[src/rtl/fifo_pkg.sv]
// Shared async-FIFO helpers: pointer code conversions and the Gray full-compare.
// Helpers work on a wide carrier type; callers zero-extend and slice back to pointer width.
package fifo_pkg;

   localparam int ADDRSIZE_DEF = 4;
   localparam int PTR_MAXW     = 32;

   typedef logic [PTR_MAXW-1:0] ptr_t;

   function automatic ptr_t bin2gray(input ptr_t b);
      return b ^ (b >> 1);
   endfunction

   // Prefix XOR from the MSB down; zero-extended upper bits leave the result unchanged.
   function automatic ptr_t gray2bin(input ptr_t g);
      ptr_t b;
      b[PTR_MAXW-1] = g[PTR_MAXW-1];
      for (int i = PTR_MAXW - 2; i >= 0; i--) begin
         b[i] = b[i+1] ^ g[i];
      end
      return b;
   endfunction

   // A full FIFO's write Gray pointer equals the read one with its top two bits inverted.
   function automatic ptr_t full_cmp(input ptr_t p, input int unsigned w);
      return p ^ (ptr_t'(3) << (w - 2));
   endfunction

endpackage

[src/rtl/sync_r2w.sv]
// Two-flop synchronizer bringing the read-domain Gray pointer into wclk.
module sync_r2w #(
   parameter int W = 5
) (
   input  logic         wclk,
   input  logic         wrst_n,
   input  logic [W-1:0] rptr,
   output logic [W-1:0] wq2_rptr
);

   logic [W-1:0] wq1_rptr;

   always_ff @(posedge wclk or negedge wrst_n) begin
      if (!wrst_n) begin
         wq1_rptr <= '0;
         wq2_rptr <= '0;
      end else begin
         wq1_rptr <= rptr;
         wq2_rptr <= wq1_rptr;
      end
   end

endmodule

[src/rtl/wptr_full_ctrl.sv]
// Write-side pointer owner for the async FIFO: binary/Gray write counter, full,
// almost-full, conservative fill level and sticky overflow, all in the wclk domain.
module wptr_full_ctrl
   import fifo_pkg::*;
#(
   parameter int ADDRSIZE     = ADDRSIZE_DEF,
   parameter int AFULL_THRESH = 12
) (
   input  logic                wclk,
   input  logic                wrst_n,
   input  logic                winc,
   input  logic                wovf_clr,
   input  logic [ADDRSIZE:0]   rptr,
   output logic [ADDRSIZE:0]   wptr,
   output logic [ADDRSIZE-1:0] waddr,
   output logic                wclken,
   output logic                wfull,
   output logic                walmost_full,
   output logic [ADDRSIZE:0]   wlevel,
   output logic                woverflow
);

   localparam int PW = ADDRSIZE + 1;
   localparam logic [ADDRSIZE:0] AFULL_LVL = PW'(AFULL_THRESH);

   logic [ADDRSIZE:0] wbin;
   logic [ADDRSIZE:0] wbinnext;
   logic [ADDRSIZE:0] wgraynext;
   logic [ADDRSIZE:0] wq2_rptr;
   logic [ADDRSIZE:0] wq2_rbin;
   logic [ADDRSIZE:0] full_ref;
   logic [ADDRSIZE:0] level_next;
   ptr_t              gray_ext;
   ptr_t              rbin_ext;
   ptr_t              fref_ext;
   logic              unused_hi;

   sync_r2w #(.W(PW)) u_sync_r2w (
      .wclk     (wclk),
      .wrst_n   (wrst_n),
      .rptr     (rptr),
      .wq2_rptr (wq2_rptr)
   );

   // A write is only accepted when not full; dropped writes leave the pointers alone.
   assign wclken    = winc & ~wfull;
   assign wbinnext  = wbin + {{ADDRSIZE{1'b0}}, wclken};
   assign waddr     = wbin[ADDRSIZE-1:0];

   assign gray_ext  = bin2gray(ptr_t'(wbinnext));
   assign rbin_ext  = gray2bin(ptr_t'(wq2_rptr));
   assign fref_ext  = full_cmp(ptr_t'(wq2_rptr), PW);
   assign wgraynext = gray_ext[ADDRSIZE:0];
   assign wq2_rbin  = rbin_ext[ADDRSIZE:0];
   assign full_ref  = fref_ext[ADDRSIZE:0];
   assign unused_hi = ^{gray_ext[PTR_MAXW-1:PW], rbin_ext[PTR_MAXW-1:PW], fref_ext[PTR_MAXW-1:PW]};

   // Level uses the stale synchronized read pointer, so it can only over-report.
   assign level_next = wbinnext - wq2_rbin;

   always_ff @(posedge wclk or negedge wrst_n) begin
      if (!wrst_n) begin
         wbin         <= '0;
         wptr         <= '0;
         wfull        <= 1'b0;
         walmost_full <= 1'b0;
         wlevel       <= '0;
         woverflow    <= 1'b0;
      end else begin
         wbin         <= wbinnext;
         wptr         <= wgraynext;
         wfull        <= (wgraynext == full_ref);
         walmost_full <= (level_next >= AFULL_LVL);
         wlevel       <= level_next;
         if (winc && wfull) begin
            woverflow <= 1'b1;
         end else if (wovf_clr) begin
            woverflow <= 1'b0;
         end
      end
   end

endmodule

[config.mk]
export PLATFORM = sky130hd
export DESIGN_NAME = wptr_full_ctrl
export DESIGN_NICKNAME = d
export VERILOG_FILES = /design/src/rtl/fifo_pkg.sv /design/src/rtl/sync_r2w.sv /design/src/rtl/wptr_full_ctrl.sv
export SDC_FILE = /design/constraint.sdc
export NUM_CORES = 1
export LEC_CHECK = 0
export ABC_AREA = 1
export BUFFER_PORTS_ARGS = -buffer_cell sky130_fd_sc_hd__buf_2
export CAP_MARGIN = 40
export CORE_MARGIN = 3
export CORE_UTILIZATION = 40
export DETAILED_ROUTE_END_ITERATION = 12
export PLACE_DENSITY_LB_ADDON = 0.15
export SLEW_MARGIN = 10
export SYNTH_ARGS = -nofsm -noshare
export SYNTH_HDL_FRONTEND = slang
export SYNTH_SLANG_ARGS = --single-unit
[constraint.sdc]
create_clock -name wclk -period 3.7 [get_ports wclk]
set_input_delay 1.11 -clock wclk [delete_from_list [all_inputs] [get_ports wclk]]
set_output_delay 1.11 -clock wclk [all_outputs]
set_load 0.005 [all_outputs]
* Yosys cells after proc, flatten, opt, wreduce, memory -nomap -nowiden
Cells that the tools add are included.
Word-level totals: register bits 28, latch bits 0, bits in writable memories 0, bits in read-only memories 0, bits of input ports 9, output and inout port bits 18, memories kept 0
Operators by class: add/sub/neg operators 2, multiply operators 0, divide/modulo/power cells 0, order comparisons 1, equal/unequal tests 1, shift-type cells 0, mux-type cells 2, bitwise logic cells 8, reductions and logical operators 2
Operators by type and width (count):
- $add A5 B1 Y5 | 1
- $eq A5 B5 Y1 | 1
- $ge A5 B4 Y1 const B | 1
- $sub A5 B5 Y5 | 1
- $xor A5 B4 Y5 | 1
- $xor A1 B1 Y1 | 4
- $mux W1 | 2
- $not A2 Y2 | 1
- $reduce_bool A2 Y1 | 1
- $and A1 B1 Y1 | 1
- $logic_and A1 B1 Y1 | 1
- $not A1 Y1 | 1

* Logic depth before layout (Yosys ltp)
depth in word-level cells 6, gate-level depth with buffers 14, gate-level depth less buffers 14

* Cells and area by module
From an unflattened synthesis, not the netlist that was laid out.
Unflattened totals: cell total of the unflattened synthesis 129, area total of the unflattened synthesis 1214.9 µm²
Modules (own cells, without submodules):
- wptr_full_ctrl | times used 1, cells an instance 119, area each 964.7 µm²
- sync_r2w | times used 1, cells an instance 10, area each 250.2 µm²

* Worst setup path before layout
No wires, ideal clock.
path kind in2reg, from input winc, to register walmost_full, setup time 124 ps, data arrival time 2807 ps, required time 3576 ps, slack 769 ps, stages on the path 13, path buffers 0, cells stage by stage inv_1 -> nor2_1 -> ha_1 -> ha_1 -> nand2_2 -> nand2_2 -> inv_2 -> ha_1 -> nand2_1 -> nor2_1 -> a211oi_1 -> or2_1 -> nand3_1
On the way: longest elaborated chain between the ends 4
Ends and longest elaborated chain:
- from (decl) | line wptr_full_ctrl.sv:11 | input logic winc,
- $and A1 B1 Y1 | line wptr_full_ctrl.sv:46 | assign wclken = winc & ~wfull;
- via wclken | line wptr_full_ctrl.sv:16 | output logic wclken,
- $add A5 B1 Y5 | line wptr_full_ctrl.sv:47 | assign wbinnext = wbin + {{ADDRSIZE{1'b0}}, wclken};
- via wbinnext[2] | line wptr_full_ctrl.sv:27 | logic [ADDRSIZE:0] wbinnext;
- $sub A5 B5 Y5 | line wptr_full_ctrl.sv:59 | assign level_next = wbinnext - wq2_rbin;
- $ge A5 B4 Y1 | line wptr_full_ctrl.sv:73 | walmost_full <= (level_next >= AFULL_LVL);
- to (signal assigned) | line wptr_full_ctrl.sv:73
- to (decl) | line wptr_full_ctrl.sv:18 | output logic walmost_full,
The timed path passes the listed nets, and every way through them passes these cells. A chain may end at the register's enable or synchronous reset.

* Worst setup path after layout
from input winc, to register walmost_full
On the way: longest elaborated chain between the ends 4
Ends and longest elaborated chain (line):
- $and A1 B1 Y1 | wptr_full_ctrl.sv:46
- $add A5 B1 Y5 | wptr_full_ctrl.sv:47
- via wbinnext[2] | wptr_full_ctrl.sv:27
- $sub A5 B5 Y5 | wptr_full_ctrl.sv:59
- $ge A5 B4 Y1 | wptr_full_ctrl.sv:73
The timed path passes the listed nets, and every way through them passes these cells.

==> reports/results.tsv <==
stage	metric	value	unit
run_status	status	completed	
synthesis	Mapped Area	1235	µm²
placed_design	GP Congestion	0.8742	
clock_tree	Clk Latency, worst-skew pair	320	ps
route	DR WL/cell	10.70	µm
floorplan	Die Width	61.57	µm
cells_and_area	fillers	282	
cells_and_area	Layout Cells excl Fill	186	
sta	fin crit period	2805	ps
cells_and_area	synthesis-to-layout area growth	15.30	%
sta	Worst-Margin Slew	582.8	ps
global_route	largest net degree at the start of global routing	28	
route	via count	867	
power_and_ir_drop	VDD IR max	0.3330	mV
placed_design	Cell Area, Placed	1396	µm²
setup_path	crit path kind	in2reg	
route	Final ANT Viol Nets	0	
sta	Max Fclk	0.3565	GHz
synthesis	mux cell area share after synthesis	0	
cells_and_area	Antenna Diode Count	0	
clock_tree	Post-CTS Hold Buffers	0	
route	via density per instance	4.661	
sta	Final Hold Vio Count	0	
synthesis	FF+latch count, synth	27	
synthesis	Distinct cells, synth	21	
floorplan	total die area	3790	µm²
setup_path	CP required	3920	ps
route	drt initial violations	13	
global_route	vias in the first global route	806	
setup_path	CP endpoint kind	flop	
synthesis	Synth Area in XOR/XNOR	0.02837	
synthesis	Cells after Synth	126	
sta	period utilization	0.7580	
synthesis	Avg Synthesized Cell Area	9.801	µm²
clock_tree	CTS root buffer	clkbuf_4	
sta	Total Neg Setup Slack	0	ps
cells_and_area	Util after Layout	0.4991	
clock_tree	CTS tree	done	
sta	Worst Setup Slack, final	895.3	ps
route	first drt pass iteration count	4	
synthesis	Synth Area in Compound Gates	0.01824	
run	Max Cap Viol	0	
clock_tree	clk sink count	27	
floorplan	core area	2853	µm²
floorplan	Top Ports	27	
setup_path	Worst EP arrival	3030	ps
placed_design	Setup WS pre-CTS	527.2	ps
clock_tree	clock buffer count from CTS	3	
synthesis	post-synthesis adder-cell area fraction	0.07700	
global_route	initial antenna violation count	0	
floorplan	Die Y	61.57	µm
cells_and_area	share of post-route cells with drive strength above 1	0.2968	
sta	Final setup viols	0	
clock_tree	post_cts resized	0	
sta	Max-slew headroom	0.6114	
sta	clk_skew	3.189	ps
clock_tree	Clock Path Buffers	2	
synthesis	Post-Syn Nets	142	
route	DR DRC count	0	
cells_and_area	area of the multi-input gates	484.2	µm²
sta	Pins Over Slew Limit	0	
global_route	GRT Total Usage	0.1196	
power_and_ir_drop	leakage	0.7815	nW
cells_and_area	sequential cell area	675.6	µm²
min_path	worst hold path class	reg2reg	
global_route	global-route wire length before repair	3401	µm
clock_tree	htree depth	1	
synthesis	Synthesis Warnings	0	
placed_design	placed instance count	182	
cells_and_area	final non-filler cell area	1424	µm²
setup_path	Setup crit start kind	input port	
placed_design	I/O Buffers	26	
route	final wirelength	1990	µm
placed_design	DP HPWL	1590	µm
setup_path	worst-path maximum fanout	5	
clock_tree	CTS clk-pin slew, worst paths	130	ps
clock_tree	post-CTS setup buffer count	0	
sta	Hold Worst Slack	365.0	ps
floorplan	num rows	19	
cells_and_area	Final nets	172	
power_and_ir_drop	Power Total	1.159	mW
global_route	GRT overflow	0	
sta	RSZ-0062 raised after global routing	false	
floorplan	Initial Util	0.4329	
synthesis	largest family of logic cells by synthesized area	simple AND/OR/NAND/NOR gates	
synthesis	simple-gate area share of the yosys netlist	0.2685	
power_and_ir_drop	PwrDens	814.0	nW/µm²
synthesis	post-synthesis sequential area ratio	0.5471	
cell type report:
class	instances	share of cell area
clock buffers	3	0.01582
clock inverters	1	0.003515
inverters	18	0.04745
multi-input cells	80	0.3401
flip-flops and latches	27	0.4745
well taps	31	0.02724
repair buffers	26	0.09139
path summary, 6_finish.rpt:
kind	startpoint	endpoint	slack, ps	cells after the start
setup / recovery	winc	walmost_full	900	14
hold reg to reg	u_sync_r2w.wq1_rptr[4]	u_sync_r2w.wq2_rptr[4]	370	0
hold / removal	u_sync_r2w.wq1_rptr[4]	u_sync_r2w.wq2_rptr[4]	370	0
setup reg to reg	u_sync_r2w.wq2_rptr[4]	walmost_full	1280	12
max in group asynchronous	wrst_n	wbin[4]	2550	1
min in group asynchronous	wrst_n	woverflow	760	1
state kept, by name, summed over array words and instances, names as in the netlist:
name                 cells
wbin                     5
u_sync_r2w.wq2_rptr      5
u_sync_r2w.wq1_rptr      5
wlevel                   5
woverflow                1
wfull                    1
walmost_full             1
wptr                     4
logic make-up after synthesis:
logic type / Yosys count
AO/OA/AOI/OAI: 4
XOR/XNOR: 4
adder cells (fa/ha/maj): 7
buffers and inverters: 19
flip-flops: 27
AND/OR/NAND/NOR: 65
placed cells by master (no fill, tap or decap):
master	instances
nand2_4	3
a211oi_1	1
inv_1	16
dfrtp_1	27
xnor2_1	2
clkinv_2	1
nand4_1	4
clkbuf_4	3
or2_1	1
buf_2	26
nand3_2	3
or2_4	1
inv_2	2
fa_1	1
o21ai_0	1
nand2_1	33
nand3_1	9
o21ai_1	1
xor2_1	2
nand2_2	7
ha_1	6
nor2_1	4
a21oi_1	1
synth_stat cells, drive strengths merged:
library cell,instances,area share
xnor2,2,0.014
buf,1,0.0061
fa,1,0.016
dfrtp,27,0.55
o21ai,2,0.0081
nand4,4,0.020
inv,18,0.055
ha,6,0.061
nor2,4,0.012
nand3,12,0.061
a211oi,1,0.0061
or2,2,0.012
nand2,43,0.16
a21oi,1,0.0040
xor2,2,0.014
power by group:
| part | internal, mW | leakage [nW] | switching (mW) |
|---|---|---|---|
| registers | 0.394 | 0.321 | 0.0562 |
| logic | 0.240 | 0.443 | 0.346 |
| clock network | 0.0405 | 0.0177 | 0.0821 |
metal layers:
layer / GRT usage / vias up / share of wire
met2: 0.1988 / 23 / 0.47
met1: 0.1562 / 390 / 0.47
li1: - / 454 / -
met5: 0 / - / 0
met3: 0.03774 / 0 / 0.059
met4: 0.01818 / 0 / 0
critical path, cell delays in order:
cell and delay, ps:
buf_2 90, inv_1 30, nor2_1 120, ha_1 250
ha_1 290, nand2_2 100, nand2_2 120, inv_2 50
ha_1 340, nand2_1 80, nor2_1 40, a211oi_1 200
or2_1 160, nand3_1 60
Power figures use the tool's default switching activity.
